<file path="config.mk">
export PLATFORM = sky130hd
export DESIGN_NAME = latch_bank_ctrl
export DESIGN_NICKNAME = d
export VERILOG_FILES = /design/src/rtl/latch_bank_ctrl.sv
export SDC_FILE = /design/constraint.sdc
export NUM_CORES = 1
export LEC_CHECK = 0
export BUFFER_PORTS_ARGS = -buffer_cell sky130_fd_sc_hd__clkbuf_2
export CORE_MARGIN = 1.5
export CORE_UTILIZATION = 42
export CTS_CLUSTER_SIZE = 24
export DETAILED_ROUTE_END_ITERATION = 8
export GPL_TIMING_DRIVEN = 0
export HOLD_SLACK_MARGIN = 0.06
export PLACE_DENSITY = 0.8
export SLEW_MARGIN = 20
export SYNTH_ARGS = -nofsm -noshare
export SYNTH_HDL_FRONTEND = slang
export SYNTH_SLANG_ARGS = --single-unit
</file>
<file path="constraint.sdc">
create_clock -name i_clk -period 2.32 [get_ports i_clk]
set_input_delay 0.464 -clock i_clk [delete_from_list [all_inputs] [get_ports i_clk]]
set_output_delay 0.464 -clock i_clk [all_outputs]
set_load 0.01 [all_outputs]
</file>
<file path="src/rtl/latch_bank_ctrl.sv">
// Round-robin write sequencer for a bank of gated D-latches: setup -> gate -> hold -> ack.
// Optional read-back verify enabled by defining VERIFY_EN.
module latch_bank_ctrl #(
  parameter int unsigned N_LAT     = 4,
  parameter int unsigned W         = 8,
  parameter int unsigned SETUP_CYC = 1,
  parameter int unsigned GATE_CYC  = 2,
  parameter int unsigned HOLD_CYC  = 1,
  localparam int unsigned AW       = (N_LAT > 1) ? $clog2(N_LAT) : 1
) (
  input  logic               i_clk,
  input  logic               i_rst,
  input  logic [1:0]         i_req,
  input  logic [AW-1:0]      i_addr0,
  input  logic [AW-1:0]      i_addr1,
  input  logic [W-1:0]       i_data0,
  input  logic [W-1:0]       i_data1,
  output logic [1:0]         o_ack,
  output logic [W-1:0]       o_lat_d,
  output logic [N_LAT-1:0]   o_lat_gate,
  input  logic [N_LAT*W-1:0] i_lat_q,
  output logic               o_busy,
  output logic               o_err
);

  localparam int unsigned MAXC_SG = (SETUP_CYC > GATE_CYC) ? SETUP_CYC : GATE_CYC;
  localparam int unsigned MAXC    = (MAXC_SG > HOLD_CYC) ? MAXC_SG : HOLD_CYC;
  localparam int unsigned CW      = (MAXC > 1) ? $clog2(MAXC) : 1;

  typedef enum logic [2:0] {
    StIdle,
    StSetup,
    StGate,
    StHold,
    StCheck,
    StAck
  } state_e;

  state_e            r_state, w_state_d;
  logic [CW-1:0]     r_cnt, w_cnt_d;
  logic              r_last;
  logic              r_gnt;
  logic [AW-1:0]     r_addr;
  logic [W-1:0]      r_lat_d;
  logic [N_LAT-1:0]  r_gate, w_gate_d;
  logic [1:0]        r_ack, w_ack_d;
  logic              r_err;
  logic              w_grant;

  // Both requesting: the one not served last wins; r_last resets to 1 so requester 0 goes first.
  assign w_grant = (i_req == 2'b11) ? ~r_last : i_req[1];

  always_comb begin
    w_state_d = r_state;
    w_cnt_d   = r_cnt;
    unique case (r_state)
      StIdle: begin
        if (|i_req) begin
          w_state_d = StSetup;
          w_cnt_d   = CW'(SETUP_CYC - 1);
        end
      end
      StSetup: begin
        if (r_cnt == '0) begin
          w_state_d = StGate;
          w_cnt_d   = CW'(GATE_CYC - 1);
        end else begin
          w_cnt_d = r_cnt - 1'b1;
        end
      end
      StGate: begin
        if (r_cnt == '0) begin
          w_state_d = StHold;
          w_cnt_d   = CW'(HOLD_CYC - 1);
        end else begin
          w_cnt_d = r_cnt - 1'b1;
        end
      end
      StHold: begin
        if (r_cnt == '0) begin
`ifdef VERIFY_EN
          w_state_d = StCheck;
`else
          w_state_d = StAck;
`endif
        end else begin
          w_cnt_d = r_cnt - 1'b1;
        end
      end
      StCheck: w_state_d = StAck;
      StAck:   w_state_d = StIdle;
      default: w_state_d = StIdle;
    endcase
  end

  // Out-of-range addresses match no bit, so no gate asserts.
  always_comb begin
    w_gate_d = '0;
    if (w_state_d == StGate) begin
      for (int i = 0; i < int'(N_LAT); i++) begin
        w_gate_d[i] = (r_addr == AW'(i));
      end
    end
  end

  always_comb begin
    w_ack_d = 2'b00;
    if (w_state_d == StAck) begin
      w_ack_d = r_gnt ? 2'b10 : 2'b01;
    end
  end

`ifdef VERIFY_EN
  logic [W-1:0] w_word;
  logic         w_in_range;
  logic         w_mismatch;

  always_comb begin
    w_word     = '0;
    w_in_range = 1'b0;
    for (int i = 0; i < int'(N_LAT); i++) begin
      if (r_addr == AW'(i)) begin
        w_word     = i_lat_q[i*W +: W];
        w_in_range = 1'b1;
      end
    end
  end

  // r_lat_d still holds the captured write data during CHECK.
  assign w_mismatch = !w_in_range || (w_word != r_lat_d);
`else
  logic w_unused_lat_q;
  assign w_unused_lat_q = ^i_lat_q;
`endif

  always_ff @(posedge i_clk) begin
    if (i_rst) begin
      r_state <= StIdle;
      r_cnt   <= '0;
      r_last  <= 1'b1;
      r_gnt   <= 1'b0;
      r_addr  <= '0;
      r_lat_d <= '0;
      r_gate  <= '0;
      r_ack   <= 2'b00;
      r_err   <= 1'b0;
    end else begin
      r_state <= w_state_d;
      r_cnt   <= w_cnt_d;
      r_gate  <= w_gate_d;
      r_ack   <= w_ack_d;
      if ((r_state == StIdle) && (|i_req)) begin
        r_gnt   <= w_grant;
        r_last  <= w_grant;
        r_addr  <= w_grant ? i_addr1 : i_addr0;
        r_lat_d <= w_grant ? i_data1 : i_data0;
      end
`ifdef VERIFY_EN
      r_err <= (r_state == StCheck) && w_mismatch;
`else
      r_err <= 1'b0;
`endif
    end
  end

  assign o_ack      = r_ack;
  assign o_lat_d    = r_lat_d;
  assign o_lat_gate = r_gate;
  assign o_busy     = (r_state != StIdle);
  assign o_err      = r_err;

endmodule
</file>
### After elaboration in Yosys (flattened, before gate mapping)

Cells that the tools add are included.

* equality and inequality tests: 11
* muxes and demuxes: 13
* $add $sub $neg: 1
* bitwise operators: 3
* reduce and logical (&&, ||, !) cells: 10

Operator list (count)
* 3-bit one-hot mux with 5 select lines: 1
* 3-bit 2-to-1 mux: 4
* 3-bit by 2-bit equality test with 1-bit output (second input constant): 3
* 8-bit 2-to-1 mux: 1
* 2-bit OR reduction: 4
* 2-bit equality test (second input constant): 3
* 3-bit equality test (second input constant): 2
* 3-bit nonzero test: 2
* 1-bit 2-to-1 mux: 4
* 2-bit 2-to-1 mux: 2
* 3-bit by 1-bit equality test with 1-bit output (second input constant): 1
* 3-bit logical NOT: 1
* 1-bit inverter: 3
* 1-bit one-hot mux with 3 select lines: 1
* 2-bit by 1-bit equality test with 1-bit output (second input constant): 1
* 2-bit logical NOT: 1
* 2-bit by 1-bit inequality test with 1-bit output (second input constant): 1
* 2-bit AND reduction: 1
* 1-bit logical AND: 1
* 1-bit subtractor (second input constant): 1

* bits of input ports: 56
* word-level logic and storage cells: 46
* register bits: 22

### Depth between registers and ports, before layout

Gate-level depths: netlist of the first run.

* depth in word-level cells: 6
* gate-level depth with buffers: 6

### Worst setup path after synthesis of the first run

Ideal clock, no wire load.

* path kind: flip-flop to flip-flop
* from: reg r_state[1]
* to: reg r_lat_d[0] (netlist: o_lat_d[0])
* path slack: 744 ps
* cell stages (with the launch flop): 7
* setup time: 103 ps
* arrival time: 1473 ps
* cell sequence: dfxtp_1 -> buf_6 -> nor3_4 -> inv_2 -> or3_1 -> buf_6 -> a222oi_1

* longest elaborated chain between the ends: 2

Ends and longest elaborated chain
* start: declaration: RTL line 39 `state_e r_state, w_state_d;`
* start signal: assignment: RTL line 138 `r_state <= StIdle;`
* start signal: assignment: RTL line 148 `r_state <= w_state_d;`
* 3-bit logical NOT: RTL line 152 `if ((r_state == StIdle) && (|i_req)) begin`
* 1-bit logical AND: RTL line 152
* end signal: assignment: RTL line 156 `r_lat_d <= w_grant ? i_data1 : i_data0;`
* end: declaration: RTL line 44 `logic [W-1:0] r_lat_d;`

No other way between the ends.
A chain may end at the register's enable or synchronous reset.

### Worst setup path in the final report of the first run

* from: reg r_state[0]
* to: reg r_lat_d[7] (netlist: o_lat_d[7])

The elaborated chain is that of the path after synthesis.

==> results of run 1 <==
[registers in the layout, indices dropped and copies added, names as in the netlist]
register / flops
r_gnt: 1
r_state: 3
o_lat_gate: 4
o_lat_d: 8
r_cnt: 1
r_addr: 2
o_ack: 2
r_last: 1
[report_power, final]
group          internal (mW)  switching (mW)  leakage (nW)
Sequential             0.458          0.0503         0.181
Clock                 0.0958           0.115        0.0210
Combinational          0.177           0.186         0.412
[worst paths after layout]
kind,startpoint,to,slack (ns),cells after the start
worst max-delay path,r_state[0],o_lat_d[7],0.62,6
worst min-delay path,i_data1[0],o_lat_d[0],0.36,3
worst max register to register,r_state[0],o_lat_d[7],0.62,6
worst min register to register,r_gnt,o_ack[0],0.43,1
[layer usage]
layer	global-route usage, %	up-vias	share of wire, %
li1	-	452	-
met1	20.9	410	45
met2	28.0	33	47
met3	3.45	5	5.9
met4	7.89	0	1.6
met5	0	-	0
[cell families (layout without fill, tap and decap cells)]
| logic type | after synthesis | count (layout) |
|---|---|---|
| compound gates | 21 | 21 |
| buf+inv | 26 | 68 |
| simple gates | 37 | 37 |
| other cells | 1 | 1 |
| flops | 22 | 22 |
[critical path, stage by stage (launching register included)]
cell                       delay (ns)
sky130_fd_sc_hd__dfxtp_1         0.32
sky130_fd_sc_hd__clkbuf_2        0.17
sky130_fd_sc_hd__nor3_4          0.21
sky130_fd_sc_hd__inv_2           0.09
sky130_fd_sc_hd__or3_1           0.37
sky130_fd_sc_hd__buf_6           0.15
sky130_fd_sc_hd__a222oi_1        0.30
[cell usage in the layout (no fill, tap or decap), types with 2 or more instances in the layout]
master	instances
sky130_fd_sc_hd__nand2b_1	11
sky130_fd_sc_hd__clkbuf_2	39
sky130_fd_sc_hd__a222oi_1	9
sky130_fd_sc_hd__clkbuf_4	3
sky130_fd_sc_hd__a21oi_1	4
sky130_fd_sc_hd__nor4b_1	3
sky130_fd_sc_hd__nand2_1	6
sky130_fd_sc_hd__clkbuf_1	2
sky130_fd_sc_hd__nor2b_1	2
sky130_fd_sc_hd__nor4_1	2
sky130_fd_sc_hd__dfxtp_1	22
sky130_fd_sc_hd__buf_6	2
sky130_fd_sc_hd__or3b_2	2
sky130_fd_sc_hd__inv_1	19
[area by class of cell]
| type | instances | area share [%] |
|---|---|---|
| Inverter | 20 | 6.00 |
| Clock buffer | 4 | 2.90 |
| Timing Repair Buffer | 38 | 15.2 |
| Multi-Input combinational cell | 59 | 34.5 |
| Buffer | 6 | 3.40 |
| Sequential cell | 22 | 35.2 |
| Tap cell | 28 | 2.80 |
[stage by stage]
step                      power, mW  cells  utilization, %  hold WS, ns  cell area, um2
after floorplan               0.758    107               -        0.399             990
after global placement        0.869    173            54.9        0.410            1210
after detailed placement      0.881    173            54.9        0.420            1210
after CTS                      1.09    177            56.6        0.360            1250
after global routing           1.16    177            56.6        0.373            1250
final                          1.08    177            56.6        0.360            1250
==> summary.txt, run 1 <==
Outcome
  • Result of the run: completed

GRT
  • Antenna violations before repair: 0
  • Total Routing Usage GR: 16.9%
  • Maximum number of pins on one net before global-route repair: 13
  • Global-route wire length before repair: ~3400 um
  • Vias in the first global route: between 800 and 900
  • Grt total ovfl: 0

Timing
  • Final critical path time including I/O delays and setup: between 1.5 and 2 ns
  • Max Transition Viols Final: 0
  • Aggregate negative setup slack: 0 ns
  • Post-route fraction of the period consumed by the critical path: 73.5%
  • Unrepaired setup endpoints after global routing: no
  • Max-slew headroom at the worst pin: just over 60%
  • Number of endpoints failing setup at the final stage: 0
  • Final setup margin: between 0.6 and 0.7 ns
  • Actual transition at the worst max-transition pin: 0.563 ns
  • Achievable clock frequency: 587 MHz
  • Number of failing hold endpoints at the final stage: 0
  • Clk_skew: 0.00776 ns

Critical path
  • Startpoint kind of the worst setup timing path: register
  • Kind of critical path: reg -> reg
  • Sort of element at the end of the critical path: register
  • Crit-path max FO: 10
  • Data required time of the critical path: 2.53 ns
  • Crit path arrival time: 1.91 ns

Floorplanning
  • Die Width: 51.5 um
  • Height of the chip: 51.5 um
  • Rows: 17
  • Core area: roughly 2200 um2
  • Die footprint: 2660 um2
  • Initial Utilization: 44.7%
  • IO Count: 72

Synth
  • Number of enable flip-flop cells after synthesis: 0
  • Per-instance average area after synthesis: approximately 9 um2
  • Synth Area in Compound Gates: between 15 and 20%
  • Dominant combinational cell family by area after synthesis: simple AND/OR/NAND/NOR gates
  • Proportion of synthesized area in mux cells: 0%
  • Main area contributors after synthesis: sky130_fd_sc_hd__dfxtp_1 (45%), sky130_fd_sc_hd__a222oi_1 (9.1%), sky130_fd_sc_hd__inv_1 (7.2%), sky130_fd_sc_hd__nand2b_1 (7.0%), sky130_fd_sc_hd__nor4b_1 (2.7%)
  • Area fraction in and, or, nand and nor cells after synthesis: between 20% and 30%
  • Synth async-reset ratio: 0%
  • Combined area of all synthesized cells: 990 um2
  • YS warnings: 0
  • Xor and xnor fraction of the mapped netlist area: 0%
  • Synth Flop Type: sky130_fd_sc_hd__dfxtp_1
  • Leading post-synthesis cells by instance count: sky130_fd_sc_hd__dfxtp_1 (22), sky130_fd_sc_hd__inv_1 (19), sky130_fd_sc_hd__nand2b_1 (11), sky130_fd_sc_hd__a222oi_1 (9), sky130_fd_sc_hd__nand2_1 (6)
  • Cell with the most instances after synthesis: sky130_fd_sc_hd__dfxtp_1
  • Sequential-to-total area share from yosys stat: roughly 45%
  • Cell taking the most area after synthesis: sky130_fd_sc_hd__dfxtp_1
  • Number of library cell types mapped by synthesis: 35
  • Fraction of the mapped netlist area in adder cells: 0%
  • Count of state elements after synthesis: 22
  • Fraction of post-synthesis cell area in the top cell type by area: 44.5%
  • Number of nets in the synthesized netlist: 163
  • Number of instances in the synthesized netlist: 107

Drt
  • Via density: 5.08
  • DRT iter0 DRCs: 43
  • First-pass detailed-route iteration total: 4
  • Via count of the routed design: 900
  • Average wire per standard cell: about 11 um
  • Residual DRC: 0
  • Total wire length after detailed routing: slightly below 2000 um
  • Antenna violation net count after detailed routing: 0

Clock network
  • Post-CTS sizing: 0
  • Number of clock sinks: 22
  • Root Driver: sky130_fd_sc_hd__clkbuf_4
  • Post-CTS Repair Setup Buffers: 0
  • TritonCTS clock tree: done
  • H-tree levels: 1
  • Clock input transition at the sequential cells of the worst setup and hold paths: around 0.12 ns
  • Inserted Clock Buffers: 3
  • Hold buffers post-CTS: 0
  • Clk_lat worst skew: between 0.3 and 0.4 ns
  • Clock tree buffer depth: 2

Cells and area
  • Storage element area: 440 um2
  • Area taken by multi-input logic gates: ~430 um2
  • N_diodes: 0
  • Share of cells above drive strength 1: 38.3%
  • Layout net count: 206
  • Syn-to-layout area delta: 26.4%
  • Count of fill cells added during filler insertion: 208

Worst hold path
  • Worst hold path type: in -> reg

Run
  • Number of maximum-capacitance violations: 0

Power
  • Leakage component of the power: 0.614 nW
  • Power density of the placed cells: 866 nW/um2
  • Worst voltage drop across the vdd grid: 558 uV

Placement
  • Final RePlAce weighted congestion: 0.754
  • Detailed placer's ending HPWL: 1520 um
  • Number of I/O port buffers: 38
  • Pre-CTS worst setup slack: 0.635 ns
No activity file was read; power rests on OpenSTA's default activity.
==> inputs of run 2 (changes only) <==
- ABC_AREA: default -> 1
- CORE_UTILIZATION: 42 -> 39
- PLACE_DENSITY: 0.8 -> 0.75
- clock period: 2.32 -> 1.6 ns (I/O delays scaled with it)
==> run 2 against run 1 <==
  * Count of clock-buffer cells in the layout shrank 1
  * First-iteration DRC count shrank 72%
  * Power grew 90%
  * Global-route usage grew 0.29 points
  * Largest power group is now combinational cells
==> summary.txt, run 2 <==
Outcome
  • Result of the run: completed

Critical path
  • R2R setup slack: 0.36 ns
  • Crit path arrival time: 1.09 ns
  • CP max-delay cell: sky130_fd_sc_hd__dfxtp_1
  • Kind of critical path: reg -> out
  • Buf/Inv on CP: 1
  • Data required time of the critical path: 1.28 ns
  • CP max stage delay: 0.38 ns
  • Startpoint kind of the worst setup timing path: register
  • Critical path cell sequence: nor2_2, nand2_2, clkbuf_2
  • Sort of element at the end of the critical path: primary output
  • Crit-path max FO: 5
  • Kind of cell adding the most delay to the critical path: flip-flops

Synth
  • Number of enable flip-flop cells after synthesis: 0
  • Main area contributors after synthesis: sky130_fd_sc_hd__dfxtp_1 (46%), sky130_fd_sc_hd__nand2_1 (26%), sky130_fd_sc_hd__a21oi_1 (6.2%), sky130_fd_sc_hd__nor2_1 (5.1%), sky130_fd_sc_hd__inv_1 (4.3%)
  • Xor and xnor fraction of the mapped netlist area: 0%
  • Per-instance average area after synthesis: 6.69 um2
  • Dominant combinational cell family by area after synthesis: simple AND/OR/NAND/NOR gates
  • Area fraction in and, or, nand and nor cells after synthesis: ~37%
  • Number of instances in the synthesized netlist: 144
  • Number of nets in the synthesized netlist: 200
  • Combined area of all synthesized cells: 963 um2
  • Number of library cell types mapped by synthesis: 17
  • Proportion of synthesized area in mux cells: 0%
  • Sequential-to-total area share from yosys stat: between 40% and 50%
  • Synth Area in Compound Gates: between 7 and 8%
  • Leading post-synthesis cells by instance count: sky130_fd_sc_hd__nand2_1 (67), sky130_fd_sc_hd__dfxtp_1 (22), sky130_fd_sc_hd__nor2_1 (13), sky130_fd_sc_hd__a21oi_1 (12), sky130_fd_sc_hd__inv_1 (11)
  • Synth Flop Type: sky130_fd_sc_hd__dfxtp_1
  • Fraction of post-synthesis cell area in the top cell type by area: 45.7%
  • Count of state elements after synthesis: 22
  • Cell taking the most area after synthesis: sky130_fd_sc_hd__dfxtp_1
  • Fraction of the mapped netlist area in adder cells: 0%
  • YS warnings: 0
  • Synth async-reset ratio: 0%
  • Cell with the most instances after synthesis: sky130_fd_sc_hd__nand2_1

Power
  • Share of total power in the clock network: between 20 and 25%
  • Internal Pwr Total: 1.27 mW
  • Power consumption: 2.06 mW
  • Worst voltage drop across the vdd grid: 1080 uV
  • Power share of the sequential group: 38.5%
  • Leakage component of the power: 0.662 nW
  • Part of the power in combinational logic: between 40% and 50%
  • Switching power of the nets: between 0.7 and 0.8 mW
  • Power density of the placed cells: 1660 nW/um2
  • Proportion of total power due to net switching: 38.1%

Timing
  • Max Transition Viols Final: 0
  • Unrepaired setup endpoints after global routing: no
  • Clk_skew: approximately 0.0053 ns
  • Number of failing hold endpoints at the final stage: 0
  • Achievable clock frequency: 711 MHz
  • Final critical path time including I/O delays and setup: between 1 and 1.5 ns
  • Aggregate negative setup slack: 0 ns
  • Post-route fraction of the period consumed by the critical path: 88.0%
  • Number of endpoints failing setup at the final stage: 0

Clock network
  • TritonCTS clock tree: done
  • Clk_lat worst skew: 0.30 ns
  • Post-CTS Repair Setup Buffers: 0
  • Post-CTS sizing: 0
  • Number of clock sinks: 22
  • H-tree levels: 1
  • Hold buffers post-CTS: 0
  • Root Driver: sky130_fd_sc_hd__clkbuf_4
  • Clock input transition at the sequential cells of the worst setup and hold paths: 0.12 ns
  • Clock tree buffer depth: 2
  • Inserted Clock Buffers: 3

Cells and area
  • Share of cells above drive strength 1: 28.0%
  • Leading cell type in the layout, fill and taps excluded: sky130_fd_sc_hd__nand2_1
  • Util after Layout: 54.5%
  • Post-route cell area: 1240 um2
  • Count of fill cells added during filler insertion: around 240
  • N_diodes: 0
  • Most used cells in the layout excluding fill and tap cells: sky130_fd_sc_hd__nand2_1 (67), sky130_fd_sc_hd__clkbuf_2 (38), sky130_fd_sc_hd__dfxtp_1 (22)
  • Layout net count: 243
  • Syn-to-layout area delta: 28.8%
  • Largest register FFs: 8

Drt
  • Residual DRC: 0
  • Via density: 4.54
  • Routed length on met3: 116 um
  • First-pass detailed-route iteration total: 4
  • Met2 WL: 992 um
  • Via count of the routed design: 971
  • Total wire length after detailed routing: 2040 um
  • Antenna violation net count after detailed routing: 0
  • Average wire per standard cell: ~9.6 um
  • DR top layer: met4
  • DRT iter0 DRCs: 12
  • Met1 wire length: 924 um

GRT
  • Maximum number of pins on one net before global-route repair: 14
  • Antenna violations before repair: 0
  • Grt total ovfl: 0
  • Global-route wire length before repair: roughly 3500 um
  • Vias in the first global route: 882
  • Total Routing Usage GR: 17.2%

Floorplanning
  • Core area: 2280 um2
  • Die Width: 52.7 um
  • IO Count: slightly above 70
  • Initial Utilization: a little over two fifths
  • Rows: 17
  • Height of the chip: 52.7 um
  • Die footprint: 2780 um2

Run
  • Number of maximum-capacitance violations: 0

Placement
  • Placement-stage cell area: 1190 um2
  • Final RePlAce weighted congestion: 0.747
  • Detailed placer's ending HPWL: 1650 um
  • Number of I/O port buffers: 38

Worst hold path
  • Worst hold path type: in -> reg
==> run 2: cell count changes in the layout (fill, tap and decap cells not counted), moves of 2 or more <==
| cell | before | now |
|---|---|---|
| sky130_fd_sc_hd__nand2_1 | 6 | 67 |
| sky130_fd_sc_hd__nor2_1 | 1 | 13 |
| sky130_fd_sc_hd__nand2b_1 | 11 | 0 |
| sky130_fd_sc_hd__a222oi_1 | 9 | 0 |
| sky130_fd_sc_hd__a21oi_1 | 4 | 12 |
| sky130_fd_sc_hd__inv_1 | 19 | 11 |
| sky130_fd_sc_hd__nand3_1 | 0 | 6 |
| sky130_fd_sc_hd__nor4b_1 | 3 | 0 |
| sky130_fd_sc_hd__buf_2 | 0 | 2 |
| sky130_fd_sc_hd__nor2b_1 | 2 | 0 |
| sky130_fd_sc_hd__nor4_1 | 2 | 0 |
| sky130_fd_sc_hd__or3b_2 | 2 | 0 |
==> run 2: layout make-up <==
| type | count | area [um2] | share of cell area [%] |
|---|---|---|---|
| repair buffers | 38 | 190 | 15.3 |
| multi-input cells | 104 | 434 | 35.0 |
| well taps | 28 | 35.0 | 2.82 |
| flip-flops and latches | 22 | 440 | 35.5 |
| plain buffers | 6 | 43.8 | 3.53 |
| clock inverters | 1 | 30.0 | 2.42 |
| clock buffers | 3 | 22.5 | 1.81 |
| inverters | 12 | 45.0 | 3.63 |
==> run 2: cell families after synthesis <==
family,after synthesis
buf+inv,18
other cells,1
flops,22
compound gates,14
simple gates,89
==> run 2: metrics by stage <==
step           setup WS [ns]  hold WS, ns  instances
3_5_place_dp           0.359        0.432        210
3_3_place_gp           0.374        0.434        210
5_1_grt                0.123        0.281        214
4_1_cts                0.194        0.258        214
6_report               0.193        0.266        214
2_1_floorplan          0.476        0.389        144
==> run 2: power by group through the flow <==
stage | combinational, mW | sequential, mW | clock (mW)
after floorplan | 0.583 | 0.820 | 0
after CTS | 0.854 | 0.793 | 0.428
after global placement | 0.821 | 0.796 | 0
final | 0.847 | 0.793 | 0.419
after global routing | 0.958 | 0.818 | 0.449
after detailed placement | 0.849 | 0.805 | 0
==> run 2: worst paths after layout <==
path	depth (start not counted)	to	from
worst min register to register	1	o_ack[0]	r_gnt
worst min-delay path	2	o_lat_d[7]	i_rst
worst max-delay path	3	o_busy	r_state[1]
worst max register to register	7	o_lat_d[0]	r_state[1]
==> run 2: per-layer routing <==
metal / vias to the layer above / global-route usage [%]
met2: 30 / 32.7
met4: 0 / 5.13
met1: 419 / 19.2
met5: - / 0
li1: 520 / -
met3: 2 / 2.57
==> inputs of run 3 (changes only) <==
- PLACE_DENSITY: 0.75 -> 0.88
==> run 3 against run 2 <==
  * Die area is the same
  * Non-clock buffer count is the same
  * Clock skew shrank 0.0040 ns
  * Critical path depth is the same
  * First-iteration DRC count grew 25%
  * Fmax shrank 1.3%
  * Power shrank 8.5%
  * Final area shrank 2.4%
  * Highest routed layer unchanged
==> summary.txt, run 3 (synthesized netlist as in run 2, its figures left out) <==
Outcome
  • Result of the run: completed

Timing
  • Final worst hold slack: 0.252 ns
  • Number of endpoints failing setup at the final stage: 0
  • Final critical path time including I/O delays and setup: 1.43 ns
  • Max Transition Viols Final: 0
  • Clk_skew: about 0.0013 ns
  • Final setup margin: 0.174 ns
  • Achievable clock frequency: 701 MHz
  • Number of failing hold endpoints at the final stage: 0
  • Post-route fraction of the period consumed by the critical path: 89.1%
  • Aggregate negative setup slack: 0 ns
  • Unrepaired setup endpoints after global routing: no

Critical path
  • Critical path cell sequence: nor2_2, nand2_2, clkbuf_2
  • Crit path arrival time: 1.11 ns
  • CP max-delay cell: sky130_fd_sc_hd__dfxtp_1
  • Buf/Inv on CP: 1
  • Sort of element at the end of the critical path: primary output
  • Startpoint kind of the worst setup timing path: register
  • Data required time of the critical path: 1.28 ns
  • Crit-path max FO: 5
  • CP max stage delay: 0.37 ns
  • Kind of critical path: reg -> out
  • Kind of cell adding the most delay to the critical path: flip-flops

Power
  • Power share of the sequential group: 42.1%
  • Share of total power in the clock network: 13.5%
  • Switching power of the nets: 0.774 mW
  • Worst voltage drop across the vdd grid: ~770 uV
  • Internal Pwr Total: 1.11 mW
  • Part of the power in combinational logic: between 40 and 50%
  • Proportion of total power due to net switching: 41.1%
  • Leakage component of the power: between 0.6 and 0.7 nW
  • Power density of the placed cells: 1560 nW/um2

Run
  • Number of maximum-capacitance violations: 0

Clock network
  • Clock input transition at the sequential cells of the worst setup and hold paths: 0.11 ns
  • Post-CTS sizing: 0
  • Clock tree buffer depth: 2
  • Root Driver: sky130_fd_sc_hd__clkbuf_4
  • H-tree levels: 1
  • Clk_lat worst skew: 0.31 ns
  • Number of clock sinks: 22
  • TritonCTS clock tree: done
  • Hold buffers post-CTS: 0
  • Post-CTS Repair Setup Buffers: 0
  • Inserted Clock Buffers: 3

GRT
  • Antenna violations before repair: 0
  • Grt total ovfl: 0
  • Vias in the first global route: 796
  • Maximum number of pins on one net before global-route repair: 12
  • Total Routing Usage GR: between 15 and 20%
  • Global-route wire length before repair: 3300 um

Cells and area
  • Util after Layout: a little over half
  • Leading cell type in the layout, fill and taps excluded: sky130_fd_sc_hd__nand2_1
  • Most used cells in the layout excluding fill and tap cells: sky130_fd_sc_hd__nand2_1 (67), sky130_fd_sc_hd__clkbuf_2 (38), sky130_fd_sc_hd__dfxtp_1 (22)
  • Post-route cell area: 1210 um2
  • N_diodes: 0
  • Share of cells above drive strength 1: 27.6%
  • Layout net count: 243
  • Syn-to-layout area delta: 25.7%
  • Largest register FFs: 8

Drt
  • DRT iter0 DRCs: 15
  • Residual DRC: 0
  • Total wire length after detailed routing: 2060 um
  • Via count of the routed design: 973
  • Via density: 4.57
  • Antenna violation net count after detailed routing: 0
  • First-pass detailed-route iteration total: 4
  • Average wire per standard cell: 9.69 um

Placement
  • Placement-stage cell area: approximately 1200 um2
  • Pre-CTS worst setup slack: 0.374 ns
  • Detailed placer's ending HPWL: 1580 um
  • Number of I/O port buffers: 38
  • Final RePlAce weighted congestion: 0.796

Worst hold path
  • Worst hold path type: in -> reg

Floorplanning
  • Initial Utilization: 42.3%
  • Die footprint: 2780 um2
  • Die Width: 52.7 um
  • Rows: 17
  • Core area: about 2300 um2
  • Height of the chip: ~53 um
  • IO Count: just over 70
==> run 3: cell count changes in the layout (fill, tap and decap cells not counted), sizes merged <==
cell | previous run | this run
bufinv | 1 | 0
==> run 3: per-stage QoR <==
step | total power, mW | std cells
floorplan | 1.40 | 144
global placement | 1.63 | 210
detailed placement | 1.65 | 210
CTS | 1.90 | 213
global route | 2.04 | 213
finish | 1.88 | 213
==> run 3: area by class of cell <==
type | instances | area, um2
Multi-Input combinational cell | 104 | 434
Inverter | 12 | 45.0
Fill cell | 231 | 1060
Clock buffer | 3 | 22.5
Sequential cell | 22 | 440
Buffer | 6 | 43.8
Tap cell | 28 | 35.0
Timing Repair Buffer | 38 | 190
==> run 3: per-layer routing <==
layer	vias up	track usage [%]	share of wire, %
met5	-	0	0
met4	0	10.3	2.1
met3	5	3.71	7.6
met2	45	24.8	44
met1	406	21.1	46
li1	517	-	-
==> run 3: final timing paths <==
| path | depth (start not counted) | slack (ns) | to | startpoint |
|---|---|---|---|---|
| max | 3 | 0.17 | o_busy | r_state[1] |
| min | 2 | 0.25 | o_lat_d[7] | i_rst |
| max reg2reg | 7 | 0.37 | o_lat_d[6] | r_state[1] |
| min reg2reg | 2 | 0.47 | o_ack[1] | r_gnt |
==> run 3: power groups by stage <==
| stage | combinational [mW] | clock, mW | sequential [mW] |
|---|---|---|---|
| 6_report | 0.836 | 0.254 | 0.794 |
| 5_1_grt | 0.945 | 0.282 | 0.814 |
| 4_1_cts | 0.845 | 0.263 | 0.792 |
| 3_5_place_dp | 0.842 | 0 | 0.804 |
| 3_3_place_gp | 0.829 | 0 | 0.799 |
| 2_1_floorplan | 0.583 | 0 | 0.820 |
